**src/rtl/serial_subtractor_pkg.sv**
```systemverilog
// Shared types for the bit-serial subtractor.
// FSM encoding and width limits.
package sub_pkg;

  typedef enum logic [1:0] {
    S_IDLE,
    S_RUN,
    S_DONE
  } sub_state_t;

  localparam int WIDTH_MAX = 32;

endpackage

```
**src/rtl/serial_subtractor_if.sv**
```systemverilog
// Operand/result handshake bundle
// for the bit-serial subtractor.
interface serial_subtractor_if #(
  parameter int WIDTH = 8
);

  logic             in_valid;
  logic             in_ready;
  logic [WIDTH-1:0] a;
  logic [WIDTH-1:0] b;
  logic             out_valid;
  logic             out_ready;
  logic [WIDTH-1:0] diff;
  logic             borrow;
  logic             busy;

  modport master (
    output in_valid,
    output a,
    output b,
    output out_ready,
    input  in_ready,
    input  out_valid,
    input  diff,
    input  borrow,
    input  busy
  );

  modport slave (
    input  in_valid,
    input  a,
    input  b,
    input  out_ready,
    output in_ready,
    output out_valid,
    output diff,
    output borrow,
    output busy
  );

endinterface

```
**src/rtl/serial_subtractor_full_sub.sv**
```systemverilog
// One-bit full subtractor cell:
// d = a - b - bin, bout = borrow out.
module full_sub (
  input  logic a,
  input  logic b,
  input  logic bin,
  output logic d,
  output logic bout
);

  // difference and borrow of one bit position
  always_comb begin
    d    = a ^ b ^ bin;
    bout = (~a & b) | (~(a ^ b) & bin);
  end

endmodule

```
**src/rtl/serial_subtractor.sv**
```systemverilog
// Bit-serial unsigned subtractor,
// LSB first, one bit per clock.
module serial_subtractor
  import sub_pkg::*;
#(
  parameter int WIDTH = 8
) (
  input logic               clk,
  input logic               rst_n,
  serial_subtractor_if.slave bus
);

  localparam int CW = (WIDTH > 1) ? $clog2(WIDTH) : 1;
  localparam logic [CW-1:0] LAST = CW'(WIDTH - 1);

  sub_state_t       state;
  logic [WIDTH-1:0] sa;
  logic [WIDTH-1:0] sb;
  logic [WIDTH-1:0] sd;
  logic             bw;
  logic             bo;
  logic [CW-1:0]    cnt;
  logic             d_i;
  logic             bw_next;

  full_sub u_fs (
    .a    (sa[0]),
    .b    (sb[0]),
    .bin  (bw),
    .d    (d_i),
    .bout (bw_next)
  );

  // handshake and status decode from the state
  always_comb begin
    bus.in_ready  = (state == S_IDLE);
    bus.out_valid = (state == S_DONE);
    bus.busy      = (state != S_IDLE);
    bus.diff      = sd;
    bus.borrow    = bo;
  end

  // FSM, operand/result shifters, borrow and bit counter
  always_ff @(posedge clk or negedge rst_n) begin
    if (!rst_n) begin
      state <= S_IDLE;
      sa    <= '0;
      sb    <= '0;
      sd    <= '0;
      bw    <= 1'b0;
      bo    <= 1'b0;
      cnt   <= '0;
    end else begin
      unique case (state)
        S_IDLE: begin
          if (bus.in_valid) begin
            sa    <= bus.a;
            sb    <= bus.b;
            bw    <= 1'b0;
            cnt   <= '0;
            state <= S_RUN;
          end
        end
        S_RUN: begin
          sa  <= sa >> 1;
          sb  <= sb >> 1;
          sd  <= {d_i, sd[WIDTH-1:1]};
          bw  <= bw_next;
          cnt <= cnt + 1'b1;
          if (cnt == LAST) begin
            cnt   <= '0;
            bo    <= bw_next;
            state <= S_DONE;
          end
        end
        S_DONE: begin
          if (bus.out_ready) state <= S_IDLE;
        end
        default: state <= S_IDLE;
      endcase
    end
  end

endmodule
```
**src/flat_wrapper.sv**
```systemverilog
// flat-port wrapper written by rule: the top's interface ports become plain ports
module serial_subtractor_flat import sub_pkg::*;
#(
  parameter int WIDTH = 8
)
  (clk, rst_n, bus_in_valid, bus_a, bus_b, bus_out_ready, bus_in_ready, bus_out_valid, bus_diff, bus_borrow, bus_busy);
  serial_subtractor_if #(.WIDTH(WIDTH)) bus_i ();
  input logic clk;
  input logic rst_n;
  input wire logic [$bits(bus_i.in_valid)-1:0] bus_in_valid;
  input wire logic [$bits(bus_i.a)-1:0] bus_a;
  input wire logic [$bits(bus_i.b)-1:0] bus_b;
  input wire logic [$bits(bus_i.out_ready)-1:0] bus_out_ready;
  output wire logic [$bits(bus_i.in_ready)-1:0] bus_in_ready;
  output wire logic [$bits(bus_i.out_valid)-1:0] bus_out_valid;
  output wire logic [$bits(bus_i.diff)-1:0] bus_diff;
  output wire logic [$bits(bus_i.borrow)-1:0] bus_borrow;
  output wire logic [$bits(bus_i.busy)-1:0] bus_busy;
  assign bus_i.in_valid = bus_in_valid;
  assign bus_i.a = bus_a;
  assign bus_i.b = bus_b;
  assign bus_i.out_ready = bus_out_ready;
  assign bus_in_ready = bus_i.in_ready;
  assign bus_out_valid = bus_i.out_valid;
  assign bus_diff = bus_i.diff;
  assign bus_borrow = bus_i.borrow;
  assign bus_busy = bus_i.busy;
  serial_subtractor #(.WIDTH(WIDTH)) u_core (.clk(clk), .rst_n(rst_n), .bus(bus_i));
endmodule
```
**config.mk**
```make
export PLATFORM = sky130hd
export DESIGN_NAME = serial_subtractor_flat
export DESIGN_NICKNAME = d
export VERILOG_FILES = /design/src/rtl/serial_subtractor_pkg.sv /design/src/rtl/serial_subtractor_if.sv /design/src/rtl/serial_subtractor_full_sub.sv /design/src/rtl/serial_subtractor.sv /design/src/flat_wrapper.sv
export SDC_FILE = /design/constraint.sdc
export NUM_CORES = 1
export LEC_CHECK = 0
export ABC_AREA = 1
export BUFFER_PORTS_ARGS = -buffer_cell sky130_fd_sc_hd__buf_2
export CORE_MARGIN = 5
export CORE_UTILIZATION = 45
export DETAILED_ROUTE_END_ITERATION = 8
export PLACE_DENSITY_LB_ADDON = 0.25
export SETUP_SLACK_MARGIN = 0.15
export SLEW_MARGIN = 10
export SYNTH_ARGS = -nofsm -noshare
export SYNTH_HDL_FRONTEND = slang
export SYNTH_SLANG_ARGS = --single-unit
```
**constraint.sdc**
```tcl
create_clock -name clk -period 2.4 [get_ports clk]
set_input_delay 0.12 -clock clk [delete_from_list [all_inputs] [get_ports clk]]
set_output_delay 0.12 -clock clk [all_outputs]
set_load 0.02 [all_outputs]
```
Word-level counts from Yosys, hierarchy flattened
Cells that the tools add are included.

storage, ports and cells
  output and inout bits = 12
  register bits = 31
  word-level logic and storage cells = 40
  input port bits = 20

operators by class
  multiplexer cells = 13
  bitwise gates (word level) = 7
  reduce and logical (&&, ||, !) cells = 6
  add/sub/neg operators = 1
  equal/unequal tests = 6

operators by type and width
  operator                                                                number
  8-bit case mux with 2 select lines                                      2
  8-bit two-way mux                                                       2
  2-bit two-way mux                                                       3
  3-bit two-way mux                                                       2
  2-bit case mux with 3 select lines                                      1
  3-bit case mux with 2 select lines                                      1
  2-bit != test (second input constant)                                   2
  2-bit AND reduction                                                     2
  2-bit nonzero test                                                      2
  3-bit by 1-bit adder with 3-bit output (second input constant)          1
  3-bit equality test (second input constant)                             1
  3-bit AND reduction                                                     1
  1-bit bitwise AND                                                       2
  2-bit by 1-bit equality test with 1-bit output (second input constant)  1
  2-bit equality test (second input constant)                             1
  2-bit zero test                                                         1
  2-bit by 1-bit != test with 1-bit output (second input constant)        1
  1-bit inverter                                                          2
  1-bit case mux with 2 select lines                                      1
  1-bit XOR                                                               2
  1-bit two-way mux                                                       1
  1-bit bitwise OR                                                        1

Longest topological paths before layout
  depth after elaboration = 5
  depth in mapped cells = 6
  mapped depth without buffers = 5

Hierarchy
Synthesis repeated with hierarchy kept, for this count alone.

second synthesis, totals
  cell total of the unflattened synthesis = 198
  area, all modules = 1629.1 µm²

by module, submodules not included
  module             times used  cells each  area an instance (µm²)
  serial_subtractor  1           194         1597.8
  full_sub           1           4           31.3

Least setup slack after synthesis
OpenSTA, ideal clock, no wires.

  path kind = reg-to-output
  start = register u_core.state[0]
  end = output port bus_busy
  arrival time = 1.134 ns
  slack = 1.146 ns
  stages on the path, launching flop included = 4
  data required time = 2.280 ns
  cells stage by stage = dfrtp_1 -> buf_6 -> nor2_1 -> inv_1

between the ends
  cells in the longest elaborated chain, start to end = 1

ends and longest elaborated chain
  what                    RTL line                 source
  start, declared         serial_subtractor.sv:16  sub_state_t state;
  start signal, assigned  serial_subtractor.sv:46  state <= S_IDLE;
  start signal, assigned  serial_subtractor.sv:61  state <= S_RUN;
  start signal, assigned  serial_subtractor.sv:73  state <= S_DONE;
  2-bit nonzero test      serial_subtractor.sv:38  bus.busy = (state != S_IDLE);
  end, declared           flat_wrapper.sv:18       output wire logic [$bits(bus_i.busy)-1:0] bus_busy;

Every way passes these cells.

Worst setup path in the final report
  start = register u_core.state[0]
  end = register u_core.sb[2]

between the ends
  cells in the longest elaborated chain, start to end = 3
  elaborated cells between the ends (all ways) = 6

ends and longest elaborated chain
  what                                                                               RTL line                 source
  2-bit by 1-bit equality test with 1-bit output or 2-bit zero test (tied branches)  serial_subtractor.sv:54  unique case (state)
  2-bit nonzero test (no line) or 2-bit != test (tied branches)                      --
  2-bit AND reduction (no line)                                                      --
  end signal, assigned                                                               serial_subtractor.sv:58  sb <= bus.b;
  end signal, assigned                                                               serial_subtractor.sv:66  sb <= sb >> 1;
  end, declared                                                                      serial_subtractor.sv:18  logic [WIDTH-1:0] sb;

Parallel ways exist; a longest one is shown, timed or not.
A chain may end at the register's enable or synchronous reset.

==> results_tabular.tex <==
\begin{tabular}{lr}
\hline
Metric & Value \\
\hline
\multicolumn{2}{l}{\textbf{Worst setup path}} \\
Path type of the worst setup path & flop to flop \\
Arrival time of data at the critical path endpoint & 1980 ps \\
Sort of element at the end of the critical path & flop \\
Startpoint Class & flop \\
Maximum net fanout on the critical path & 25 \\
Required arrival time at the worst endpoint & 2670 ps \\
\multicolumn{2}{l}{\textbf{STA}} \\
Final count of negative-setup-slack endpoints & 0 \\
Maximum operating frequency & 0.5851 GHz \\
Final TNS setup & 0 ps \\
Minimum hold slack & 26.97 ps \\
Slew at the pin with the worst max-slew slack & 694.6 ps \\
Minimum clock period & 1709 ps \\
Hold violation count in the final report & 0 \\
Unrepaired setup endpoints after global routing & false \\
Skew final & 7.511 ps \\
Final Cycle Share & 71.21\% \\
Fin. max-slew vios & 0 \\
Worst slew slack as a fraction of its limit & 53.70\% \\
\multicolumn{2}{l}{\textbf{Floorplanning}} \\
Core area & 0.003311 mm² \\
IO Count & 32 \\
Effective utilization at floorplan & 46.26\% \\
Die width & 68.34 µm \\
Die Y & 68.34 µm \\
Total Die Area & 0.004670 mm² \\
Site Rows & 21 \\
\multicolumn{2}{l}{\textbf{Power and ir drop}} \\
Leakage power & 1.026 nW \\
Power per standard cell area & 1216 mW/mm² \\
Power consumption & 2.119 mW \\
Maximum vdd drop & 0.4607 mV \\
\multicolumn{2}{l}{\textbf{Synthesis}} \\
Nets in the synthesized netlist & 218 \\
Mean instance size in the synthesized netlist & 7.854 µm² \\
Synth top area share & 50.65\% \\
Area of the mapped netlist & 0.001531 mm² \\
Number of synthesized register bits & 31 \\
Synth area leader & sky130\_fd\_sc\_hd\_\_dfrtp\_1 \\
Cells after Synth & 195 \\
Count of different cell masters after synthesis & 17 \\
Leading cell types by total area after synthesis & sky130\_fd\_sc\_hd\_\_dfrtp\_1, sky130\_fd\_sc\_hd\_\_nand2\_1, sky130\_fd\_sc\_hd\_\_inv\_1 \\
Fraction of the yosys area taken by sequential cells & 50.65\% \\
Total number of yosys warnings & 0 \\
\multicolumn{2}{l}{\textbf{Clocking}} \\
Clock tree from TritonCTS & done \\
Post-CTS setup-driven buffer insertion count & 0 \\
Root buffer selected by CTS & sky130\_fd\_sc\_hd\_\_clkbuf\_4 \\
Number of sinks handled by clock tree synthesis & 31 \\
Post-CTS resize count & 0 \\
Clock latency at the later pin of the worst-skew pair & 330 ps \\
Number of CTS-inserted buffers & 5 \\
Depth of the CTS H-tree & 2 \\
Deepest clock path buffer count & 2 \\
Clock slew at reported path FFs & 90 ps \\
\multicolumn{2}{l}{\textbf{Status}} \\
Run status & completed \\
\multicolumn{2}{l}{\textbf{Final layout}} \\
Growth of design area from synthesis to finish & 13.81\% \\
Post-layout instance area & 0.001743 mm² \\
Post-route non-filler standard cell count & 273 \\
Number of nets in the finished design & 251 \\
Diodes inserted & 0 \\
Ratio of cells with drive above 1 in the final layout & 18.50\% \\
\multicolumn{2}{l}{\textbf{Route}} \\
Via count normalized by instance count & 4.451 \\
Residual DRC & 0 \\
Routed len/inst & 10.44 µm \\
Antenna violation net count after detailed routing & 0 \\
TritonRoute pass-1 iters & 4 \\
Wire length reported by the detailed router & 2850 µm \\
DRC marker count from the first detailed-route iteration & 62 \\
Via count & 1215 \\
\multicolumn{2}{l}{\textbf{Job}} \\
Max-capacitance violation count & 0 \\
\multicolumn{2}{l}{\textbf{Hold path}} \\
Type of the tightest min-delay check & input port to flop \\
\multicolumn{2}{l}{\textbf{Placed design}} \\
HPWL reported at the end of detailed placement & 1941 µm \\
Buffers on Ports & 31 \\
Cell area reported after detailed placement & 0.001682 mm² \\
Final weighted congestion in routability-driven placement & 0.7690 \\
Number of placed instances, taps included & 265 \\
\multicolumn{2}{l}{\textbf{Global route}} \\
Initial antenna violation count & 0 \\
Final global-route overflow total & 0 \\
Total GRT Usage & 14.79\% \\
Vias in the first global route & 1207 \\
Wire length of the first global-routing pass & 5092 µm \\
Pin count of the biggest net entering global routing & 32 \\
\hline
\end{tabular}
==> registers in the layout, summed over array words and instances (netlist names) <==
register and count:
u_core.bus.diff 8, u_core.sa 8, u_core.sb 8, u_core.cnt 3
u_core.state 2, u_core.bus.borrow 1, u_core.bw 1
==> final timing paths <==
kind	endpoint	slack [ps]	startpoint	cells past startpoint
min in group asynchronous	u_core.sb[7]	360	rst_n	2
worst max-delay path	u_core.sb[2]	690	u_core.state[0]	4
max in group asynchronous	u_core.cnt[1]	1590	rst_n	2
worst min-delay path	u_core.sb[7]	30	bus_b[7]	3
worst max register to register	u_core.sb[2]	690	u_core.state[0]	4
worst min register to register	u_core.cnt[1]	480	u_core.cnt[1]	2
==> routing by layer <==
metal | track usage [%] | share of wire, % | vias up
met3 | 5.911 | 6.9 | 2
met4 | 3.722 | 0.46 | 0
li1 | - | - | 643
met5 | 0 | 0 | -
met1 | 18.13 | 47 | 539
met2 | 24.19 | 45 | 31
==> layout make-up <==
| cell class | count | area, µm² |
|---|---|---|
| Sequential cell | 31 | 775.7 |
| Tap cell | 46 | 57.56 |
| Clock buffer | 6 | 41.29 |
| Multi-Input combinational cell | 118 | 546.8 |
| Inverter | 39 | 146.4 |
| Fill cell | 361 | 1568 |
| Timing Repair Buffer | 33 | 175.2 |
==> through the flow <==
stage / setup WS (ps) / util, %
2_1_floorplan: 1146 / -
3_3_place_gp: 705.6 / 50.79
3_5_place_dp: 686.7 / 50.79
4_1_cts: 659.5 / 52.65
5_1_grt: 482.1 / 52.65
6_report: 691.0 / 52.65
==> cell families (layout without fill, tap and decap cells) <==
kind of cell,after synthesis,after routing,share of synthesized area [%]
AO/OA/AOI/OAI,14,14,5.393
adder cells (fa/ha/maj),3,3,2.941
buffers and inverters,46,78,13.64
flip-flops,31,31,50.65
AND/OR/NAND/NOR,101,101,27.37
==> cell usage in the layout (no fill, tap or decap) <==
| master | n |
|---|---|
| sky130_fd_sc_hd__o22ai_1 | 1 |
| sky130_fd_sc_hd__clkbuf_4 | 5 |
| sky130_fd_sc_hd__inv_1 | 37 |
| sky130_fd_sc_hd__nand3_1 | 18 |
| sky130_fd_sc_hd__nor2_1 | 2 |
| sky130_fd_sc_hd__fa_1 | 1 |
| sky130_fd_sc_hd__ha_1 | 2 |
| sky130_fd_sc_hd__dlygate4sd3_1 | 2 |
| sky130_fd_sc_hd__nand2_4 | 1 |
| sky130_fd_sc_hd__inv_2 | 2 |
| sky130_fd_sc_hd__buf_2 | 31 |
| sky130_fd_sc_hd__o21ai_0 | 12 |
| sky130_fd_sc_hd__clkbuf_1 | 1 |
| sky130_fd_sc_hd__nor2_4 | 1 |
| sky130_fd_sc_hd__o21ai_4 | 1 |
| sky130_fd_sc_hd__nand2_1 | 78 |
| sky130_fd_sc_hd__dfrtp_1 | 31 |
| sky130_fd_sc_hd__nand2_2 | 1 |
==> Yosys cell counts (all sizes together) <==
library cell,number
o22ai,1
inv,39
nand3,18
ha,2
o21ai,13
dfrtp,31
fa,1
nand2,80
buf,7
nor2,3
==> critical path, stage by stage (launching register included) <==
cell                      delay, ps
sky130_fd_sc_hd__dfrtp_1        800
sky130_fd_sc_hd__nand2_4        300
sky130_fd_sc_hd__nand2_2        340
sky130_fd_sc_hd__nand3_1        130
sky130_fd_sc_hd__nand2_1         80
==> timing repair <==
item / in CTS / in global routing
hold buffers: 2 / 0
hold endpoints to repair: 32 / 0
setup endpoints to repair: 0 / 0
==> report_power, final <==
group          internal [mW]  switching [mW]  leakage [nW]
clock                  0.104           0.160        0.0242
combinational          0.331           0.595         0.620
sequential             0.762           0.168         0.382
Power figures use the tool's default switching activity.
